$ cat src/rtl/alu_seq_if.sv
// Request/response bundle between the datapath and the sequential ALU.
// Handshake: start is a request; it is accepted only on an edge where busy=0 and is otherwise dropped (not queued).
interface alu_seq_if #(parameter int WIDTH = 4);
  logic             start;
  logic [3:0]       op;
  logic [WIDTH-1:0] A;
  logic [WIDTH-1:0] B;
  logic [WIDTH-1:0] RES;
  logic [WIDTH-1:0] RES_HI;
  logic             C;
  logic             Z;
  logic             N;
  logic             V;
  logic             busy;
  logic             done;

  modport master (output start, op, A, B,
                  input  RES, RES_HI, C, Z, N, V, busy, done);
  modport slave  (input  start, op, A, B,
                  output RES, RES_HI, C, Z, N, V, busy, done);
endinterface

$ cat src/rtl/alu_seq.sv
// Registered ten-op ALU with condition flags; MUL runs as a WIDTH-cycle shift-add sequence.
module alu_seq #(
  parameter int WIDTH = 4
) (
  input  logic     clk,
  input  logic     rst,
  alu_seq_if.slave bus,
  output logic     fsm_state
);
  localparam int CW = $clog2(WIDTH);
  localparam logic [3:0] OP_ADD  = 4'd0;
  localparam logic [3:0] OP_ADC  = 4'd1;
  localparam logic [3:0] OP_SUB  = 4'd2;
  localparam logic [3:0] OP_NAND = 4'd3;
  localparam logic [3:0] OP_AND  = 4'd4;
  localparam logic [3:0] OP_OR   = 4'd5;
  localparam logic [3:0] OP_XOR  = 4'd6;
  localparam logic [3:0] OP_SHL  = 4'd7;
  localparam logic [3:0] OP_SHR  = 4'd8;
  localparam logic [3:0] OP_MUL  = 4'd9;

  typedef enum logic {S_IDLE, S_MUL} state_t;

  state_t               state_q, state_d;
  logic [WIDTH-1:0]     res_q, res_d, hi_q, hi_d;
  logic                 c_q, c_d, z_q, z_d, n_q, n_d, v_q, v_d;
  logic                 done_q, commit;
  logic [WIDTH-1:0]     a_q, a_d;
  logic [2*WIDTH-1:0]   prod_q, prod_d;
  logic [CW-1:0]        cnt_q, cnt_d;

  logic [WIDTH-1:0]     b_eff;
  logic                 cin;
  logic [WIDTH:0]       sum;
  logic [WIDTH:0]       step_sum;
  logic [2*WIDTH-1:0]   step_prod;

  always_comb begin
    b_eff = (bus.op == OP_SUB) ? ~bus.B : bus.B;
    cin   = (bus.op == OP_SUB) ? 1'b1 : ((bus.op == OP_ADC) ? c_q : 1'b0);
    sum   = {1'b0, bus.A} + {1'b0, b_eff} + {{WIDTH{1'b0}}, cin};
    // Upper half accumulates A when the multiplier LSB is set, then the pair shifts right.
    step_sum  = {1'b0, prod_q[2*WIDTH-1:WIDTH]} + (prod_q[0] ? {1'b0, a_q} : '0);
    step_prod = {step_sum, prod_q[WIDTH-1:1]};
  end

  always_comb begin
    state_d = state_q;
    res_d   = res_q;
    hi_d    = hi_q;
    c_d     = c_q;
    z_d     = z_q;
    n_d     = n_q;
    v_d     = v_q;
    a_d     = a_q;
    prod_d  = prod_q;
    cnt_d   = cnt_q;
    commit  = 1'b0;
    case (state_q)
      S_IDLE: begin
        if (bus.start) begin
          if (bus.op == OP_MUL) begin
            a_d     = bus.A;
            prod_d  = {{WIDTH{1'b0}}, bus.B};
            cnt_d   = '0;
            state_d = S_MUL;
          end else begin
            commit = 1'b1;
            if (bus.op <= OP_SHR) begin
              c_d  = 1'b0;
              v_d  = 1'b0;
              hi_d = '0;
              case (bus.op)
                OP_ADD, OP_ADC, OP_SUB: begin
                  res_d = sum[WIDTH-1:0];
                  c_d   = sum[WIDTH];
                  v_d   = (bus.A[WIDTH-1] == b_eff[WIDTH-1]) &&
                          (sum[WIDTH-1] != bus.A[WIDTH-1]);
                end
                OP_NAND: res_d = ~(bus.A & bus.B);
                OP_AND:  res_d = bus.A & bus.B;
                OP_OR:   res_d = bus.A | bus.B;
                OP_XOR:  res_d = bus.A ^ bus.B;
                OP_SHL: begin
                  res_d = {bus.A[WIDTH-2:0], 1'b0};
                  c_d   = bus.A[WIDTH-1];
                end
                default: begin
                  res_d = {1'b0, bus.A[WIDTH-1:1]};
                  c_d   = bus.A[0];
                end
              endcase
              z_d = (res_d == '0);
              n_d = res_d[WIDTH-1];
            end
          end
        end
      end
      default: begin
        prod_d = step_prod;
        cnt_d  = cnt_q + 1'b1;
        if (cnt_q == CW'(WIDTH - 1)) begin
          commit  = 1'b1;
          state_d = S_IDLE;
          res_d   = step_prod[WIDTH-1:0];
          hi_d    = step_prod[2*WIDTH-1:WIDTH];
          c_d     = (step_prod[2*WIDTH-1:WIDTH] != '0);
          z_d     = (step_prod == '0);
          n_d     = step_prod[2*WIDTH-1];
          v_d     = 1'b0;
        end
      end
    endcase
  end

  always_ff @(posedge clk or posedge rst) begin
    if (rst) begin
      state_q <= S_IDLE;
      res_q   <= '0;
      hi_q    <= '0;
      c_q     <= 1'b0;
      z_q     <= 1'b0;
      n_q     <= 1'b0;
      v_q     <= 1'b0;
      done_q  <= 1'b0;
      a_q     <= '0;
      prod_q  <= '0;
      cnt_q   <= '0;
    end else begin
      state_q <= state_d;
      res_q   <= res_d;
      hi_q    <= hi_d;
      c_q     <= c_d;
      z_q     <= z_d;
      n_q     <= n_d;
      v_q     <= v_d;
      done_q  <= commit;
      a_q     <= a_d;
      prod_q  <= prod_d;
      cnt_q   <= cnt_d;
    end
  end

  assign bus.RES    = res_q;
  assign bus.RES_HI = hi_q;
  assign bus.C      = c_q;
  assign bus.Z      = z_q;
  assign bus.N      = n_q;
  assign bus.V      = v_q;
  assign bus.busy   = (state_q == S_MUL);
  assign bus.done   = done_q;
  assign fsm_state  = (state_q == S_MUL);
endmodule

$ cat src/flat_wrapper.sv
// flat-port wrapper written by rule: the top's interface ports become plain ports
module alu_seq_flat 
#(
  parameter int WIDTH = 4
)
  (clk, rst, fsm_state, bus_start, bus_op, bus_A, bus_B, bus_RES, bus_RES_HI, bus_C, bus_Z, bus_N, bus_V, bus_busy, bus_done);
  alu_seq_if #(.WIDTH(WIDTH)) bus_i ();
  input  logic clk;
  input  logic rst;
  output logic fsm_state;
  input wire logic [$bits(bus_i.start)-1:0] bus_start;
  input wire logic [$bits(bus_i.op)-1:0] bus_op;
  input wire logic [$bits(bus_i.A)-1:0] bus_A;
  input wire logic [$bits(bus_i.B)-1:0] bus_B;
  output wire logic [$bits(bus_i.RES)-1:0] bus_RES;
  output wire logic [$bits(bus_i.RES_HI)-1:0] bus_RES_HI;
  output wire logic [$bits(bus_i.C)-1:0] bus_C;
  output wire logic [$bits(bus_i.Z)-1:0] bus_Z;
  output wire logic [$bits(bus_i.N)-1:0] bus_N;
  output wire logic [$bits(bus_i.V)-1:0] bus_V;
  output wire logic [$bits(bus_i.busy)-1:0] bus_busy;
  output wire logic [$bits(bus_i.done)-1:0] bus_done;
  assign bus_i.start = bus_start;
  assign bus_i.op = bus_op;
  assign bus_i.A = bus_A;
  assign bus_i.B = bus_B;
  assign bus_RES = bus_i.RES;
  assign bus_RES_HI = bus_i.RES_HI;
  assign bus_C = bus_i.C;
  assign bus_Z = bus_i.Z;
  assign bus_N = bus_i.N;
  assign bus_V = bus_i.V;
  assign bus_busy = bus_i.busy;
  assign bus_done = bus_i.done;
  alu_seq #(.WIDTH(WIDTH)) u_core (.clk(clk), .rst(rst), .bus(bus_i), .fsm_state(fsm_state));
endmodule
$ cat config.mk
export PLATFORM = sky130hd
export DESIGN_NAME = alu_seq_flat
export DESIGN_NICKNAME = d
export VERILOG_FILES = /design/src/rtl/alu_seq_if.sv /design/src/rtl/alu_seq.sv /design/src/flat_wrapper.sv
export SDC_FILE = /design/constraint.sdc
export NUM_CORES = 1
export LEC_CHECK = 0
export ABC_AREA = 0
export BUFFER_PORTS_ARGS = -buffer_cell sky130_fd_sc_hd__clkbuf_2
export CAP_MARGIN = 20
export CORE_MARGIN = 3
export CORE_UTILIZATION = 41
export CTS_BUF_LIST = sky130_fd_sc_hd__clkbuf_4 sky130_fd_sc_hd__clkbuf_8
export DETAILED_ROUTE_END_ITERATION = 12
export GPL_ROUTABILITY_DRIVEN = 0
export GPL_TIMING_DRIVEN = 0
export HOLD_SLACK_MARGIN = 0.12
export SETUP_SLACK_MARGIN = 0.02
export SLEW_MARGIN = 15
export SYNTH_ARGS = -nofsm -noshare
export SYNTH_HDL_FRONTEND = slang
export SYNTH_SLANG_ARGS = --single-unit
$ cat constraint.sdc
create_clock -name clk -period 2.7 [get_ports clk]
set_input_delay 0.405 -clock clk [delete_from_list [all_inputs] [get_ports clk]]
set_output_delay 0.405 -clock clk [all_outputs]
set_load 0.05 [all_outputs]
==> results.toml, run 1 <==
[sta]
setup_viol = 0
finalCriticalPeriod_ps = 2640
layout_setup_ws_ps = 57.7
final-max-slew-violation-count = 0
finalCritPeriodShare_pct = 97.9
rsz0062_at_grt = "true"
worst_pin_slew_ps = 535
finalClockSkew_ps = 2.67
setup_tns_ps = 0
slew_headroom_pct = 64.0
hold_viol_final = 0
max_freq_ghz = 0.378

[synthesis]
synth_cell_types = 46
synth_edf_count = 0
yosysSeqAreaShare_pct = 35.4
async_flop_share_pct = 100
synth.area.top_cells = "dfrtp_1 35%, ha_1 10%, nand2_1 5.7%"
yosys_warnings = 0
syn-num-nets = 257
synth_top_area_cell = "dfrtp_1"
synth_seq_cells = 28
synthCells = 223
syn_area_per_cell_um2 = 8.87
synth_area_um2 = 1980
yosysTopAreaCellShare_pct = 35.4
ys.flop_type = "dfrtp_1"

[cts]
htreeDepth = 1
cts_tree = "done"
root_buffer = "clkbuf_8"
clock_path_buffers = 2
numCtsBuffers = 3
cts.clk_slew.worst_paths_ps = 90
cts.sinks = 28
clkLatencyLatePin_ps = 270
ctsHoldBuffers = 0

[floorplan]
fp.coreArea_um2 = 4500
ios = 30
die-area_um2 = 5690
start_util_pct = 43.9
num_rows = 24
die_h_um = 75.4
die_w_um = 75.4

[grt]
grt_pass1_vias = 1586
grt_overflow = 0
grt_max_degree = 20
grt_usage_pct = 17.9
antenna_found_initial = 0
grt_pass1_wl_um = 7720

[critical_path]
crit_path_max_fanout = 16
worstPathCellList = "clkbuf_4, nor3_4, xnor2_2, fa_2, inv_2, fa_2, xor2_1, o22ai_1, a311oi_2, a22oi_1, or3_1, a21oi_2"
endpoint_kind = "flop"
ff2ff_setup_slack_ps = 110
max_stage_delay_ps = 400
slowest_stage = "or3_1"
start_kind = "input pin"
critPathRequiredTime_ps = 2900
cpMostUsedCell = "fa_2"
r2r-start = "u_core.bus.C$_DFFE_PP0P_"
critPathLaunch = "bus_op[2]"
crit_arrival_ps = 2840
path_class = "in2reg"

[routing]
drc = 0
routed_via_density = 5.40
ant_nets = 0
drt_iter0_markers = 115
dr.pass1.iters = 4
wl_per_cell_um = 15.2
routed_wl_um = 4710
vias = 1668

[finish]
fin_nets = 293
antennaDiodeCount = 0
layout_commonest_cell = "nand2_1"
nFillCells = 439
multi_input_area_um2 = 1190
drive_gt1_share_pct = 21.4
layout.cells.most_common_list = "30 x nand2_1, 28 x dfrtp_1, 25 x clkbuf_2, 17 x inv_1, 17 x a21oi_1"
seqCellArea_um2 = 701
area_growth_pct = 19.1
postLayoutCoreUtil_pct = 52.3

[power_and_ir_drop]
irDropWorstVdd_mv = 0.615
power_mw = 1.94
power_density_nw_per_um2 = 825
p_leak_nw = 1.16

[placed_design]
hpwlAfterDp_um = 3740
post-place-ws_ps = -581
portBuffers = 27

[min_path]
min-delay-path-class = "in2async"

[run]
maxCapViolCount = 0

[outcome]
outcome = "finished, final reports clean"
==> sequential cells by signal, indices dropped and copies added (netlist names) <==
signal	cells
u_core.a_q	4
u_core.bus.C	1
u_core.bus.N	1
u_core.bus.RES	4
u_core.bus.RES_HI	4
u_core.bus.V	1
u_core.bus.Z	1
u_core.bus.busy	1
u_core.bus.done	1
u_core.cnt_q	2
u_core.prod_q	8
==> per-stage QoR <==
step                      hold slack [ps]  instances  instance area [um^2]
after floorplan                       442        223                  2020
after global placement                452        302                  2220
after detailed placement              432        303                  2250
after CTS                             132        309                  2350
after global routing                  153        309                  2350
final                                 119        309                  2350
==> Yosys cell counts, types with 2 or more instances <==
cell	n
nand2_1	30
dfrtp_1	28
inv_1	18
a21oi_1	17
ha_1	16
nor2_1	15
o21ai_0	15
clkbuf_1	6
xnor2_1	6
mux2i_1	5
a211oi_1	4
and2_1	4
nand2b_1	4
nand3_1	4
a21o_1	3
buf_2	3
fa_1	3
nor4_1	3
o21a_1	3
xor2_1	3
a22o_1	2
a22oi_1	2
nand3b_1	2
nor2b_1	2
nor4bb_1	2
o22ai_1	2
o31ai_1	2
==> final timing paths <==
kind	endpoint	cells after the start
max	u_core.bus.Z$_DFFE_PP0P_	12
min	u_core.bus.RES[3]$_DFFE_PP0P_	2
max reg2reg	u_core.bus.Z$_DFFE_PP0P_	11
min reg2reg	u_core.bus.RES_HI[1]$_DFFE_PP0P_	2
max in group asynchronous	u_core.a_q[3]$_DFFE_PP0P_	3
min in group clk	u_core.bus.RES_HI[1]$_DFFE_PP0P_	2
==> power breakdown <==
| part | total (mW) | internal [mW] | switching (mW) | leakage, nW |
|---|---|---|---|---|
| registers | 0.670 | 0.574 | 0.0957 | 0.354 |
| clock network | 0.218 | 0.0999 | 0.118 | 0.0216 |
| logic | 1.06 | 0.329 | 0.727 | 0.784 |
==> final cells by class <==
type	count	area share, %
sequential	28	29.8
multi-input combinational	166	50.7
inverter	18	2.87
buffer	8	2.92
clock buffer	3	1.75
timing repair buffer	34	9.19
tap	52	2.76
==> cells by family (layout without fill, tap and decap cells) <==
| group | after synthesis | in the layout | share of synthesized area, % |
|---|---|---|---|
| mux | 6 | 6 | 3.67 |
| xor+xnor | 9 | 9 | 3.99 |
| flops | 28 | 28 | 35.4 |
| compound gates | 61 | 61 | 19.9 |
| simple gates | 71 | 71 | 17.6 |
| buf+inv | 29 | 63 | 6.27 |
| fa+ha+maj | 19 | 19 | 13.2 |
==> routing by layer <==
metal | global-route usage (%) | part of all wire [%] | up-vias
met5 | 0 | 0 | -
met1 | 28.0 | 53 | 790
met2 | 26.3 | 44 | 31
li1 | - | - | 845
met4 | 2.33 | 0.25 | 0
met3 | 3.03 | 3.4 | 2
==> worst max-delay path: cells and delay by family <==
family | cells | cell delay (ps)
AND/OR/NAND/NOR | 2 | 670
AO/OA/AOI/OAI | 4 | 620
adder cells (fa/ha/maj) | 2 | 590
XOR/XNOR | 2 | 310
buffers and inverters | 2 | 240
==> what timing repair did <==
item / in CTS / in global routing
setup buffers: 6 / 0
resized for setup: 8 / 3
pin swaps: 11 / 1
setup endpoints to repair: 5 / 1
No activity file was read; power rests on OpenSTA's default activity.
==> run 2, diff against run 1 <==
- PLACE_DENSITY_LB_ADDON: default -> 0.2
==> run 2 against run 1 <==
  * Global-route usage is 0.41 points lower
  * Power increased by 1.6%
  * Critical endpoint unchanged
  * Largest cell class unchanged
  * Critical path type unchanged
  * Sequential share of layout area is 0.27 points lower
==> results.toml, run 2 (synthesis results as in run 1) <==
[cts]
cts_tree = "done"
root_buffer = "clkbuf_8"
numCtsBuffers = 3
clkLatencyLatePin_ps = 270
cts.sinks = 28
clock_path_buffers = 2
htreeDepth = 1
cts.clk_slew.worst_paths_ps = 90

[sta]
max_freq_ghz = 0.379
setup_viol = 0
final-max-slew-violation-count = 0
finalCriticalPeriod_ps = 2640
hold_viol_final = 0
slew_headroom_pct = 64.3
rsz0062_at_grt = "true"
finalCritPeriodShare_pct = 97.6
finalClockSkew_ps = 5.06
layout_setup_ws_ps = 64.7
worst_pin_slew_ps = 531

[floorplan]
die-area_um2 = 5690
die_h_um = 75.4
die_w_um = 75.4
num_rows = 24
start_util_pct = 43.9
fp.coreArea_um2 = 4500
ios = 30

[placed_design]
hpwlAfterDp_um = 3600
post-place-ws_ps = -591
dpl_cell_area_um2 = 2220
portBuffers = 27

[critical_path]
critPathRequiredTime_ps = 2910
crit_path_max_fanout = 3
path_class = "in2reg"
start_kind = "input pin"
endpoint_kind = "flop"
crit_arrival_ps = 2840

[routing]
routed_via_density = 5.36
drt_iter0_markers = 77
drc = 0
ant_nets = 0
dr.pass1.iters = 4
wl_per_cell_um = 15.0
vias = 1666
routed_wl_um = 4650

[finish]
nFillCells = 453
layout.cells.most_common_list = "30 x nand2_1, 28 x dfrtp_1, 25 x clkbuf_2, 17 x inv_1, 17 x a21oi_1"
largest_reg_flops = 8
layout_commonest_cell = "nand2_1"
antennaDiodeCount = 0
stdcell_area_um2 = 2380
fin_nets = 294
drive_gt1_share_pct = 21.6
area_growth_pct = 20.2
regMostFlops = "u_core.prod_q"

[run]
maxCapViolCount = 0

[grt]
grt_pass1_vias = 1566
grt_pass1_wl_um = 7650
grt_max_degree = 29
grt_overflow = 0
grt_usage_pct = 17.4
antenna_found_initial = 0

[power_and_ir_drop]
pwr-share-clk_pct = 13.1
pwr-share-seq_pct = 33.9
switchingPower_uw = 941
combinationalPowerShare_pct = 52.9
p_leak_nw = 1.17
switching_share_pct = 47.6
power_density_nw_per_um2 = 831
irDropWorstVdd_mv = 0.671
internal-power_mw = 1.03

[outcome]
outcome = "finished, final reports clean"

[min_path]
min-delay-path-class = "reg2reg"
## run 2: cell count changes in the layout (fill, tap and decap cells not counted)
cell,before,now
buf_16,1,0
buf_4,6,7
clkbuf_16,0,1
clkbuf_4,2,1
clkbuf_8,3,4
dlygate4sd3_1,0,1
## run 2: worst paths after layout
kind | startpoint | endpoint | slack, ps | cells past startpoint
max | bus_op[1] | u_core.bus.Z$_DFFE_PP0P_ | 60 | 12
min | u_core.bus.RES_HI[1]$_DFFE_PP0P_ | u_core.bus.RES_HI[1]$_DFFE_PP0P_ | 470 | 2
max reg2reg | u_core.bus.C$_DFFE_PP0P_ | u_core.bus.Z$_DFFE_PP0P_ | 70 | 10
min reg2reg | u_core.bus.RES_HI[1]$_DFFE_PP0P_ | u_core.bus.RES_HI[1]$_DFFE_PP0P_ | 470 | 2
max in group asynchronous | rst | u_core.bus.RES_HI[1]$_DFFE_PP0P_ | 1640 | 4
min in group asynchronous | rst | u_core.bus.RES_HI[3]$_DFFE_PP0P_ | 610 | 3
## run 2: cell type report
| type | count | area, um^2 | share of cell area, % |
|---|---|---|---|
| plain buffers | 8 | 68.8 | 2.90 |
| flip-flops and latches | 28 | 701 | 29.5 |
| well taps | 52 | 65.1 | 2.74 |
| inverters | 18 | 67.6 | 2.84 |
| multi-input cells | 166 | 1190 | 50.3 |
| repair buffers | 35 | 224 | 9.43 |
| clock buffers | 4 | 55.1 | 2.32 |
## run 2: what timing repair did
| action | 4_1_cts | 5_1_grt |
|---|---|---|
| hold endpoints to repair | 0 | 7 |
| pin swaps | 11 | 1 |
| setup buffers | 6 | 0 |
| hold buffers | 0 | 1 |
| resized for setup | 9 | 3 |
| setup endpoints to repair | 5 | 2 |
## run 2: per-stage QoR
stage	hold WS, ps	std cells	power [mW]	util [%]	setup TNS [ps]
after detailed placement	457	302	1.71	49.3	-2410
after floorplan	442	223	1.46	-	-416
after CTS	402	309	1.98	51.9	0
after global routing	498	311	2.12	52.8	-63.9
final	472	311	1.98	52.8	0
after global placement	453	302	1.70	49.3	-2360
## run 2: routing by layer
metal  vias to the layer above  wire length, um  GRT usage, %
met1                       784             2400          26.3
met4                         0               12          1.75
met3                         2              135          2.77
li1                        849                -             -
met5                         -                0             0
met2                        31             2100          27.4
## run 2: worst max-delay path, cell delays in order
cell and delay [ps]:
buf_8 100, buf_6 110, nand3b_1 160, a211oi_2 220, fa_2 250, inv_2 40
fa_2 520, a211oi_2 60, a211oi_2 300, a22oi_1 130, or3_1 400, a21oi_2 140
## run 2: power by group through the flow
stage / registers (mW) / logic (mW) / clock network [mW]
4_1_cts: 0.673 / 1.05 / 0.265
5_1_grt: 0.691 / 1.16 / 0.275
3_3_place_gp: 0.675 / 1.03 / 0
6_report: 0.670 / 1.05 / 0.259
3_5_place_dp: 0.681 / 1.03 / 0
2_1_floorplan: 0.924 / 0.532 / 0
==> run 3, diff against run 2 <==
- REMOVE_ABC_BUFFERS: default -> 1
- clock period: 2.7 -> 3.2 ns (I/O delays scaled with it)
==> run 3 against run 2 <==
  * First-iteration DRC count down 2.6%
  * Critical path type unchanged
  * Die area unchanged
  * Sequential power fell by 12%
==> results.toml, run 3 (synthesis results as in run 1) <==
[placed_design]
post-place-ws_ps = -394
portBuffers = 29
hpwlAfterDp_um = 3440

[sta]
hold_viol_final = 0
finalCriticalPeriod_ps = 3020
slew_headroom_pct = 58.3
setup_viol = 0
finalClockSkew_ps = 4.41
layout_setup_ws_ps = 177
max_freq_ghz = 0.331
finalCritPeriodShare_pct = 94.5
final-max-slew-violation-count = 0
worst_pin_slew_ps = 626
rsz0062_at_grt = "false"

[finish]
layout_commonest_cell = "nand2_1"
regMostFlops = "u_core.prod_q"
multi_input_area_um2 = 1160
drive_gt1_share_pct = 16.7
largest_reg_flops = 8
antennaDiodeCount = 0
nFillCells = 446
layout.cells.most_common_list = "30 x nand2_1, 28 x dfrtp_1, 27 x clkbuf_2, 18 x inv_1, 17 x a21oi_1"
postLayoutCoreUtil_pct = 49.3
seqCellArea_um2 = 701
fin_nets = 282
area_growth_pct = 12.3

[floorplan]
die_w_um = 75.4
ios = 30
die-area_um2 = 5690
start_util_pct = 43.9
die_h_um = 75.4
fp.coreArea_um2 = 4500
num_rows = 24

[cts]
cts.clk_slew.worst_paths_ps = 90
cts.sinks = 28
clkLatencyLatePin_ps = 270
root_buffer = "clkbuf_8"
numCtsBuffers = 3
ctsHoldBuffers = 0
htreeDepth = 1
clock_path_buffers = 2
cts_tree = "done"

[power_and_ir_drop]
irDropWorstVdd_mv = 0.499
power_density_nw_per_um2 = 717
p_leak_nw = 1.10

[routing]
drt_iter0_markers = 75
routed_via_density = 5.51
routed_wl_um = 4530
vias = 1642
ant_nets = 0
wl_per_cell_um = 15.2
drc = 0
dr.pass1.iters = 4

[outcome]
outcome = "finished, final reports clean"

[grt]
antenna_found_initial = 0
grt_usage_pct = 17.5
grt_pass1_wl_um = 7620
grt_overflow = 0
grt_max_degree = 21
grt_pass1_vias = 1583

[critical_path]
ff2ff_setup_slack_ps = 410
crit_arrival_ps = 3230
rr_worst_depth = 11
crit_path_max_fanout = 17
endpoint_kind = "flop"
start_kind = "input pin"
critPathRequiredTime_ps = 3400
path_class = "in2reg"

[min_path]
min-delay-path-class = "in2async"

[run]
maxCapViolCount = 0
==> run 3: cell types whose count changed in the layout (fill, tap and decap cells not counted), sizes merged <==
cell         change
buf              -7
dlygate4sd3      -1
clkbuf           -5
==> run 3: final timing paths <==
| path | from | to |
|---|---|---|
| min in group clk | u_core.bus.RES_HI[1]$_DFFE_PP0P_ | u_core.bus.RES_HI[1]$_DFFE_PP0P_ |
| setup / recovery | bus_op[0] | u_core.bus.Z$_DFFE_PP0P_ |
| hold reg to reg | u_core.bus.RES_HI[1]$_DFFE_PP0P_ | u_core.bus.RES_HI[1]$_DFFE_PP0P_ |
| setup reg to reg | u_core.bus.C$_DFFE_PP0P_ | u_core.bus.Z$_DFFE_PP0P_ |
| hold / removal | rst | u_core.bus.N$_DFFE_PP0P_ |
| max in group asynchronous | rst | u_core.bus.RES_HI[0]$_DFFE_PP0P_ |
==> run 3: critical path, cell delays in order <==
cell and delay, ps:
buf_2 220, nand2b_1 240, nor3_4 220, xnor2_1 170, fa_1 240, inv_1 60
fa_1 400, xor2_1 170, o22ai_1 120, a311oi_2 230, a22oi_1 120, or3_1 420
a21oi_2 120
==> run 3: timing repair <==
| action | 4_1_cts | 5_1_grt |
|---|---|---|
| resized for setup | 1 | 3 |
| pin swaps | 1 | 0 |
| endpoints found under the setup margin | 1 | 2 |
| hold endpoints to repair | 0 | 0 |
| setup buffers | 1 | 0 |
==> run 3: cell type report <==
type / count / share of cell area (%)
sequential: 28 / 31.6
tap: 52 / 2.93
timing repair buffer: 31 / 8.12
multi-input combinational: 166 / 52.5
clock buffer: 3 / 1.86
inverter: 18 / 3.04
==> run 3: per-layer routing <==
layer	vias up	routed length, um	global-route usage, %
li1	829	-	-
met1	765	2230	26.2
met2	44	2040	26.4
met3	4	224	3.43
met4	0	36	3.50
met5	-	0	0
==> run 3: per-stage QoR <==
step	power, mW	instance area (um^2)	hold slack [ps]	TNS [ps]	instances
5_1_grt	1.73	2220	270	0	298
3_5_place_dp	1.42	2160	458	-857	294
4_1_cts	1.61	2210	250	0	298
3_3_place_gp	1.40	2130	453	-753	293
6_report	1.59	2220	233	0	298
2_1_floorplan	1.19	1920	442	0	212
==> run 3: report_power, final <==
| part | internal [mW] | switching [mW] | total [mW] |
|---|---|---|---|
| logic | 0.251 | 0.563 | 0.814 |
| registers | 0.484 | 0.107 | 0.591 |
| clock network | 0.0844 | 0.102 | 0.186 |
